--- config.mk ---
export PLATFORM = sky130hd
export DESIGN_NAME = fir_accum
export DESIGN_NICKNAME = d
export VERILOG_FILES = /design/src/rtl/fir_pkg.sv /design/src/rtl/fir_accum.sv
export SDC_FILE = /design/constraint.sdc
export NUM_CORES = 1
export LEC_CHECK = 0
export BUFFER_PORTS_ARGS = -buffer_cell sky130_fd_sc_hd__buf_2
export CORE_UTILIZATION = 40
export CTS_CLUSTER_DIAMETER = 120
export DETAILED_ROUTE_END_ITERATION = 12
export PLACE_DENSITY = 0.63
export REMOVE_ABC_BUFFERS = 1
export SLEW_MARGIN = 20
export SYNTH_ARGS = -nofsm -noshare
export SYNTH_HDL_FRONTEND = slang
export SYNTH_SLANG_ARGS = --single-unit
--- constraint.sdc ---
create_clock -name CLK -period 2.18 [get_ports CLK]
set_input_delay 0.218 -clock CLK [delete_from_list [all_inputs] [get_ports CLK]]
set_output_delay 0.218 -clock CLK [all_outputs]
set_load 0.05 [all_outputs]
--- src/rtl/fir_pkg.sv ---
// Shared FIR datapath package: default widths, the clog2 helper and the
// accumulator state encoding used by fir_accum.
package fir_pkg;

  // Default product width and tap count shared with the multiplier stage.
  localparam int FIR_N    = 16;
  localparam int FIR_TAPS = 4;

  // Ceiling log2; returns 0 for value <= 1 so a single-tap filter adds no bits.
  function automatic int clog2(input int value);
    int result;
    int v;
    result = 0;
    v      = value - 1;
    while (v > 0) begin
      result = result + 1;
      v      = v >> 1;
    end
    return result;
  endfunction

  // IDLE: no partial frame held. ACCUM: 0 < cnt < TAPS.
  typedef enum logic {
    IDLE  = 1'b0,
    ACCUM = 1'b1
  } acc_state_e;

endpackage

--- src/rtl/fir_accum.sv ---
// FIR output accumulator: sums TAPS consecutive valid products into one
// output sample with a registered R_OUT. Optional macro FIR_ACC_SAT_EN
// narrows D_OUT to N bits and clamps completed sums to all ones.
module fir_accum
  import fir_pkg::*;
#(
  parameter  int N    = FIR_N,
  parameter  int TAPS = FIR_TAPS,
  localparam int W    = N + clog2(TAPS),
`ifdef FIR_ACC_SAT_EN
  localparam int DW   = N,
`else
  localparam int DW   = W,
`endif
  localparam int CW   = (clog2(TAPS) > 0) ? clog2(TAPS) : 1
) (
  input  logic          CLK,
  input  logic          RST,
  input  logic          EN,
  input  logic          CLR,
  input  logic          R_IN,
  input  logic [N-1:0]  D_IN,
  output logic          R_OUT,
  output logic [DW-1:0] D_OUT,
  output logic          BUSY
);

  acc_state_e    state;
  acc_state_e    state_nx;
  logic [W-1:0]  acc;
  logic [W-1:0]  sum;
  logic [CW-1:0] cnt;
  logic [DW-1:0] dout_nx;
  logic          last;

  // The TAPS-th valid input of a frame completes it (always true for TAPS = 1).
  assign last = (cnt == CW'(TAPS - 1));

  // Running sum including the current product; a new frame starts from D_IN alone.
  always_comb begin
    sum = (cnt == '0) ? W'(D_IN) : acc + W'(D_IN);
  end

  // Output value for a completing frame, clamped when saturation is built in.
  always_comb begin
`ifdef FIR_ACC_SAT_EN
    dout_nx = (sum > W'({N{1'b1}})) ? {N{1'b1}} : sum[N-1:0];
`else
    dout_nx = sum;
`endif
  end

  // State register.
  always_ff @(posedge CLK) begin
    // NOTE: sequential state uses non-blocking assignments so every register
    // samples pre-edge values regardless of block ordering.
    if (RST) state <= IDLE;
    else     state <= state_nx;
  end

  // Next state: CLR aborts to IDLE, a valid input either opens/continues or closes a frame.
  always_comb begin
    // NOTE: default assignment first so no path leaves state_nx unassigned,
    // which would otherwise infer a latch.
    state_nx = state;
    if (EN) begin
      if (CLR)       state_nx = IDLE;
      else if (R_IN) state_nx = last ? IDLE : ACCUM;
    end
  end

  // Output decode: busy while a partial frame is held.
  always_comb begin
    BUSY = (state == ACCUM);
  end

  // Datapath: accumulate, count, and register the completed sum.
  always_ff @(posedge CLK) begin
    if (RST) begin
      acc   <= '0;
      cnt   <= '0;
      R_OUT <= 1'b0;
      D_OUT <= '0;
    end else if (EN) begin
      if (CLR) begin
        acc   <= '0;
        cnt   <= '0;
        R_OUT <= 1'b0;
      end else if (R_IN) begin
        if (last) begin
          D_OUT <= dout_nx;
          R_OUT <= 1'b1;
          cnt   <= '0;
        end else begin
          acc   <= sum;
          cnt   <= cnt + CW'(1);
          R_OUT <= 1'b0;
        end
      end else begin
        R_OUT <= 1'b0;
      end
    end
  end

endmodule

==> results of run 1 <==
cell usage after synthesis, types with 7 or more instances:
cell type	instances
inv_1	10
o31a_1	7
nand2_1	33
nand3_1	10
o21ai_0	25
clkbuf_1	11
a21oi_1	22
ha_1	18
a21o_1	7
dfxtp_1	40
nor3_1	11
nor2_1	22
layer usage:
metal | routed length, um | GRT usage | share of wire | vias to the layer above
li1 | - | - | - | 1303
met1 | 3310 | 0.277 | 0.49 | 1188
met2 | 3060 | 0.348 | 0.45 | 52
met3 | 305 | 0.0407 | 0.045 | 5
met4 | 51 | 0.0586 | 0.0076 | 0
met5 | 0 | 0 | 0 | -
through the flow:
step	utilization	cells	cell area (um2)
after floorplan	-	301	2530
after global placement	0.489	452	3090
after detailed placement	0.489	452	3090
after CTS	0.513	461	3240
after global routing	0.527	462	3330
final	0.527	462	3330
how the worst min path moves through the flow:
| stage | from | end | cells past startpoint |
|---|---|---|---|
| 2_1_floorplan | RST | D_OUT[0] | 1 |
| 3_3_place_gp | D_OUT[0] | D_OUT[0] | 2 |
| 3_5_place_dp | D_OUT[4] | D_OUT[4] | 2 |
| 4_1_cts | D_IN[9] | acc[9] | 3 |
| 5_1_grt | D_IN[11] | D_OUT[11] | 3 |
| 6_report | D_IN[9] | acc[9] | 3 |
layout make-up:
| type | instances | share of cell area |
|---|---|---|
| Inverter | 10 | 0.0113 |
| Multi-Input combinational cell | 251 | 0.543 |
| Tap cell | 77 | 0.0289 |
| Clock inverter | 3 | 0.0128 |
| Sequential cell | 40 | 0.242 |
| Timing Repair Buffer | 76 | 0.141 |
| Clock buffer | 5 | 0.0207 |
state kept, by name, summed over array words and instances (netlist names):
signal  count
D_OUT      18
acc        18
cnt         2
BUSY        1
R_OUT       1
logic make-up (layout without fill, tap and decap cells):
| kind of cell | Yosys count | in the layout | synth area share |
|---|---|---|---|
| buffers and inverters | 24 | 94 | 0.0404 |
| AND/OR/NAND/NOR | 104 | 104 | 0.195 |
| XOR/XNOR | 6 | 6 | 0.0202 |
| flip-flops | 40 | 40 | 0.308 |
| multiplexers | 9 | 9 | 0.0361 |
| adder cells (fa/ha/maj) | 19 | 19 | 0.0943 |
| AO/OA/AOI/OAI | 113 | 113 | 0.306 |
power by group:
group,internal (uW),switching [uW],total [uW]
clock,339,292,631
combinational,137,169,306
sequential,741,7.17,748
total,1220,468,1690
worst register-to-register path: stages, from the launching register on:
cell and delay (ps):
dfxtp_2 340, ha_4 210, buf_4 150, and4_2 190, and2_1 190, a221oi_4 340
buf_4 170, buf_4 100, mux2i_2 210, a31oi_1 100
repair_timing:
item | 4_1_cts | 5_1_grt
setup buffers | 1 | 1
hold buffers | 0 | 0
setup endpoints to repair | 4 | 17
resized for setup | 7 | 19
pin swaps | 4 | 14
cloned | 0 | 0
cell usage in the layout, fill, tap and decap left out, types with 5 or more instances in the layout:
| cell | instances |
|---|---|
| a21o_1 | 7 |
| o21a_1 | 6 |
| o31a_1 | 7 |
| inv_1 | 9 |
| nor3_1 | 10 |
| nand2_1 | 33 |
| nor2_1 | 22 |
| a21oi_1 | 20 |
| buf_4 | 36 |
| and2_1 | 5 |
| clkbuf_8 | 5 |
| o21ai_0 | 22 |
| buf_2 | 40 |
| o21ai_1 | 6 |
| nand3_1 | 10 |
| ha_1 | 13 |
| mux2i_1 | 5 |
| dfxtp_1 | 36 |
==> results.sh, run 1 <==
export IMPL_clockRootBuffer="clkbuf_8"
export IMPL_drt_initial_drc_count=127
export IMPL_routed_wl_um=6730
export IMPL_multi_input_area_um2=1810
export IMPL_ir_worst_vdd_mv=0.323
export IMPL_cts_buffer_depth=2
export IMPL_slowest_stage="dfxtp_2"
export IMPL_fin_crit_sh=0.969
export IMPL_critPathMostFrequentCell="buf_4"
export IMPL_hold_class="input port to flop"
export IMPL_cp_required_ps=2370
export IMPL_synth_top_area_cell="dfxtp_1"
export IMPL_final_max_slew_viol_count=0
export IMPL_setup_tns_ps=0
export IMPL_power_uw=1690
export IMPL_crit_fanout=7
export IMPL_core_um2=6310
export IMPL_startpoint="acc[6]"
export IMPL_diodes=0
export IMPL_port_buffers=40
export IMPL_synth_area_um2=2600
export IMPL_avgSynthCellArea_um2=8.26
export IMPL_synth_async_sr_flop_share=0
export IMPL_critPathKind="flop to flop"
export IMPL_vias=2548
export IMPL_max_stage_delay_ps=340
export IMPL_path_depth=9
export IMPL_r2r_slack_ps=70
export IMPL_ant_nets=0
export IMPL_cp_endpoint="D_OUT[11]"
export IMPL_period_needed_ps=2110
export IMPL_routedWlPerCell_um=14.6
export IMPL_cts_sinks=40
export IMPL_status="complete, no violations"
export IMPL_ys_seq_area_frac=0.308
export IMPL_dr_pass1_iters=4
export IMPL_synthTopCellsByArea="dfxtp_1, ha_1, o21ai_0"
export IMPL_path_clk_slew_ps=90
export IMPL_die_width_um=82.6
export IMPL_timing_hold_ws_ps=211
export IMPL_grt_pass1_vias=2351
export IMPL_path_delay_family="compound AO/OA/AOI/OAI gates"
export IMPL_pre_cts_ws_ps=-109
export IMPL_tightest_slew_ps=521
export IMPL_critPathLaunchType="flop"
export IMPL_start_util=0.412
export IMPL_numCtsBuffers=5
export IMPL_gp_congestion=0.797
export IMPL_power_density_nw_per_um2=506
export IMPL_yosys_register_bits=40
export IMPL_synth_distinct_cells=61
export IMPL_overflow=0
export IMPL_synthCells=315
export IMPL_hold_viol_final=0
export IMPL_cts_tree="yes"
export IMPL_dp_hpwl_um=4990
export IMPL_clock_fmax_mhz=474
export IMPL_dieArea_um2=6830
export IMPL_vias_per_cell=5.52
export IMPL_yosysWarnings=0
export IMPL_relSlewSlack=0.653
export IMPL_synth_top_cell_area_share=0.308
export IMPL_num_rows=29
export IMPL_drive_above_1_share=0.306
export IMPL_die_y_um=82.6
export IMPL_antenna_found_initial=0
export IMPL_ios=41
export IMPL_htreeDepth=2
export IMPL_max_cap_violations=0
export IMPL_fillers=639
export IMPL_setup_viol=0
export IMPL_synth_edf_count=0
export IMPL_drc=0
export IMPL_worst_path_buf_inv=3
export IMPL_fin_nets=424
export IMPL_arrival_ps=2300
export IMPL_regArea_um2=806
export IMPL_p_leak_uw=0.00148
export IMPL_synth_flop_cell="dfxtp_1"
export IMPL_end_kind="flop"
export IMPL_setup_ws_ps=68.1
export IMPL_regToRegEndpoint="D_OUT[11]"
export IMPL_reg2reg_depth=9
export IMPL_grt_pass1_wl_um=10900
export IMPL_grt_use_total=0.211
export IMPL_area_growth_pct=27.9
export IMPL_skew_ps=6.91
export IMPL_path_cells="ha_4, buf_4, and4_2, and2_1, a221oi_4, buf_4, buf_4, mux2i_2, a31oi_1"
export IMPL_grt_max_degree=23
export IMPL_worstSkewPairLatency_ps=300
export IMPL_r2r_start="acc[6]"
Power figures use the tool's default switching activity.
==> run 2, diff against run 1 <==
--- a/config.mk
+++ b/config.mk
@@ -9,7 +9,6 @@
 export CORE_UTILIZATION = 40
 export CTS_CLUSTER_DIAMETER = 120
 export DETAILED_ROUTE_END_ITERATION = 12
-export PLACE_DENSITY = 0.63
 export REMOVE_ABC_BUFFERS = 1
 export SLEW_MARGIN = 20
 export SYNTH_ARGS = -nofsm -noshare
==> run 2 against run 1 <==
  * Clock power is 4.0% higher
  * Sequential share of layout area is 0.36 points lower
  * Maximum frequency is 1.0% higher
  * Critical path depth stayed put
  * Worst hold slack better by 1.2 ps
  * Sequential cell count stayed put
  * Largest power group unchanged
==> results.sh, run 2 (synthesis results as in run 1) <==
export IMPL_r2r_slack_ps=90
export IMPL_grt_pass1_vias=2377
export IMPL_htreeDepth=2
export IMPL_clockRootBuffer="clkbuf_8"
export IMPL_tightest_slew_ps=563
export IMPL_fin_nets=426
export IMPL_timing_hold_ws_ps=212
export IMPL_slowest_stage="dfxtp_2"
export IMPL_final_max_slew_viol_count=0
export IMPL_hold_viol_final=0
export IMPL_clock_fmax_mhz=478
export IMPL_die_width_um=82.6
export IMPL_fin_crit_sh=0.959
export IMPL_worst_path_buf_inv=2
export IMPL_pre_cts_ws_ps=-79.2
export IMPL_layout_common_cells="buf_2, buf_4, dfxtp_1, nand2_1"
export IMPL_routed_wl_um=7020
export IMPL_gp_congestion=0.782
export IMPL_status="complete, no violations"
export IMPL_critPathKind="flop to flop"
export IMPL_grt_max_degree=23
export IMPL_drive_above_1_share=0.310
export IMPL_skew_ps=11.8
export IMPL_cts_tree="yes"
export IMPL_fillers=642
export IMPL_r2r_start="acc[6]"
export IMPL_start_util=0.412
export IMPL_num_rows=29
export IMPL_arrival_ps=2290
export IMPL_numCtsBuffers=5
export IMPL_ir_worst_vdd_mv=0.350
export IMPL_multi_input_area_um2=1830
export IMPL_drc=0
export IMPL_period_needed_ps=2090
export IMPL_end_kind="flop"
export IMPL_path_cells="ha_4, a211oi_2, o21bai_1, a21o_1, a221oi_4, buf_4, buf_4, mux2i_4, a31oi_1"
export IMPL_layout_commonest_cell="buf_2"
export IMPL_power_density_nw_per_um2=511
export IMPL_ant_nets=0
export IMPL_dieArea_um2=6830
export IMPL_drt_initial_drc_count=93
export IMPL_dr_pass1_iters=4
export IMPL_die_y_um=82.6
export IMPL_p_leak_uw=0.00151
export IMPL_cp_endpoint="D_OUT[11]"
export IMPL_routedWlPerCell_um=15.1
export IMPL_max_stage_delay_ps=360
export IMPL_port_buffers=40
export IMPL_overflow=0
export IMPL_cp_required_ps=2380
export IMPL_vias_per_cell=5.63
export IMPL_path_clk_slew_ps=90
export IMPL_regToRegEndpoint="D_OUT[11]"
export IMPL_path_depth=9
export IMPL_antenna_found_initial=0
export IMPL_top_regs="D_OUT x18, acc x18, cnt x2"
export IMPL_path_delay_family="compound AO/OA/AOI/OAI gates"
export IMPL_core_um2=6310
export IMPL_max_cap_violations=0
export IMPL_crit_fanout=2
export IMPL_reg2reg_depth=9
export IMPL_cts_buffer_depth=2
export IMPL_setup_ws_ps=89.0
export IMPL_diodes=0
export IMPL_dp_hpwl_um=5150
export IMPL_critPathLaunchType="flop"
export IMPL_regArea_um2=805
export IMPL_critPathMostFrequentCell="buf_4"
export IMPL_ios=41
export IMPL_fin_util=0.534
export IMPL_setup_viol=0
export IMPL_relSlewSlack=0.624
export IMPL_grt_use_total=0.218
export IMPL_hold_class="input port to flop"
export IMPL_worstSkewPairLatency_ps=310
export IMPL_cts_hold_buf=0
export IMPL_startpoint="acc[6]"
export IMPL_grt_pass1_wl_um=11100
export IMPL_vias=2614
export IMPL_cts_sinks=40
export IMPL_area_growth_pct=29.7
[run 2: how the worst min path moves through the flow]
stage | start | to | cells past startpoint
6_report | EN | R_OUT | 3
4_1_cts | EN | R_OUT | 3
3_5_place_dp | D_OUT[1] | D_OUT[1] | 2
3_3_place_gp | D_OUT[5] | D_OUT[5] | 2
2_1_floorplan | RST | D_OUT[0] | 1
5_1_grt | D_IN[11] | D_OUT[11] | 3
[run 2: tightest hold or removal path, delay by kind of cell]
| kind | cells | cell delay (ps) |
|---|---|---|
| compound gates | 1 | 60 |
| buf+inv | 1 | 110 |
| simple gates | 1 | 100 |
[run 2: report_power, final]
| group | switching [uW] | internal [uW] | leakage [uW] |
|---|---|---|---|
| sequential | 6.95 | 741 | 0.000325 |
| clock | 311 | 345 | 0.0000548 |
| combinational | 178 | 141 | 0.00113 |
| total | 496 | 1230 | 0.00151 |
[run 2: metal layers]
layer / GRT usage / part of all wire / vias up
li1: - / - / 1312
met2: 0.367 / 0.46 / 49
met5: 0 / 0 / -
met1: 0.281 / 0.49 / 1245
met3: 0.0374 / 0.037 / 8
met4: 0.0655 / 0.014 / 0
[run 2: repair_timing]
item                                    4_1_cts  5_1_grt
gates resized for setup                      10       19
setup buffers                                 1        1
endpoints found under the setup margin        6       17
pin swaps                                     1       10
[run 2: per-stage QoR]
| stage | cell area [um2] | setup TNS, ps | total power (uW) | std cells |
|---|---|---|---|---|
| 2_1_floorplan | 2530 | -4.47 | 940 | 301 |
| 3_3_place_gp | 3100 | -68.3 | 1050 | 454 |
| 3_5_place_dp | 3100 | -201 | 1050 | 454 |
| 4_1_cts | 3280 | 0 | 1720 | 463 |
| 5_1_grt | 3370 | -61.1 | 1800 | 464 |
| 6_report | 3370 | 0 | 1720 | 464 |
[run 2: area by class of cell]
type                       instances  share of cell area
sequential                        40               0.239
clock inverter                     3              0.0137
timing repair buffer              78               0.144
clock buffer                       5              0.0204
multi-input combinational        251               0.544
tap                               77              0.0286
inverter                          10              0.0111
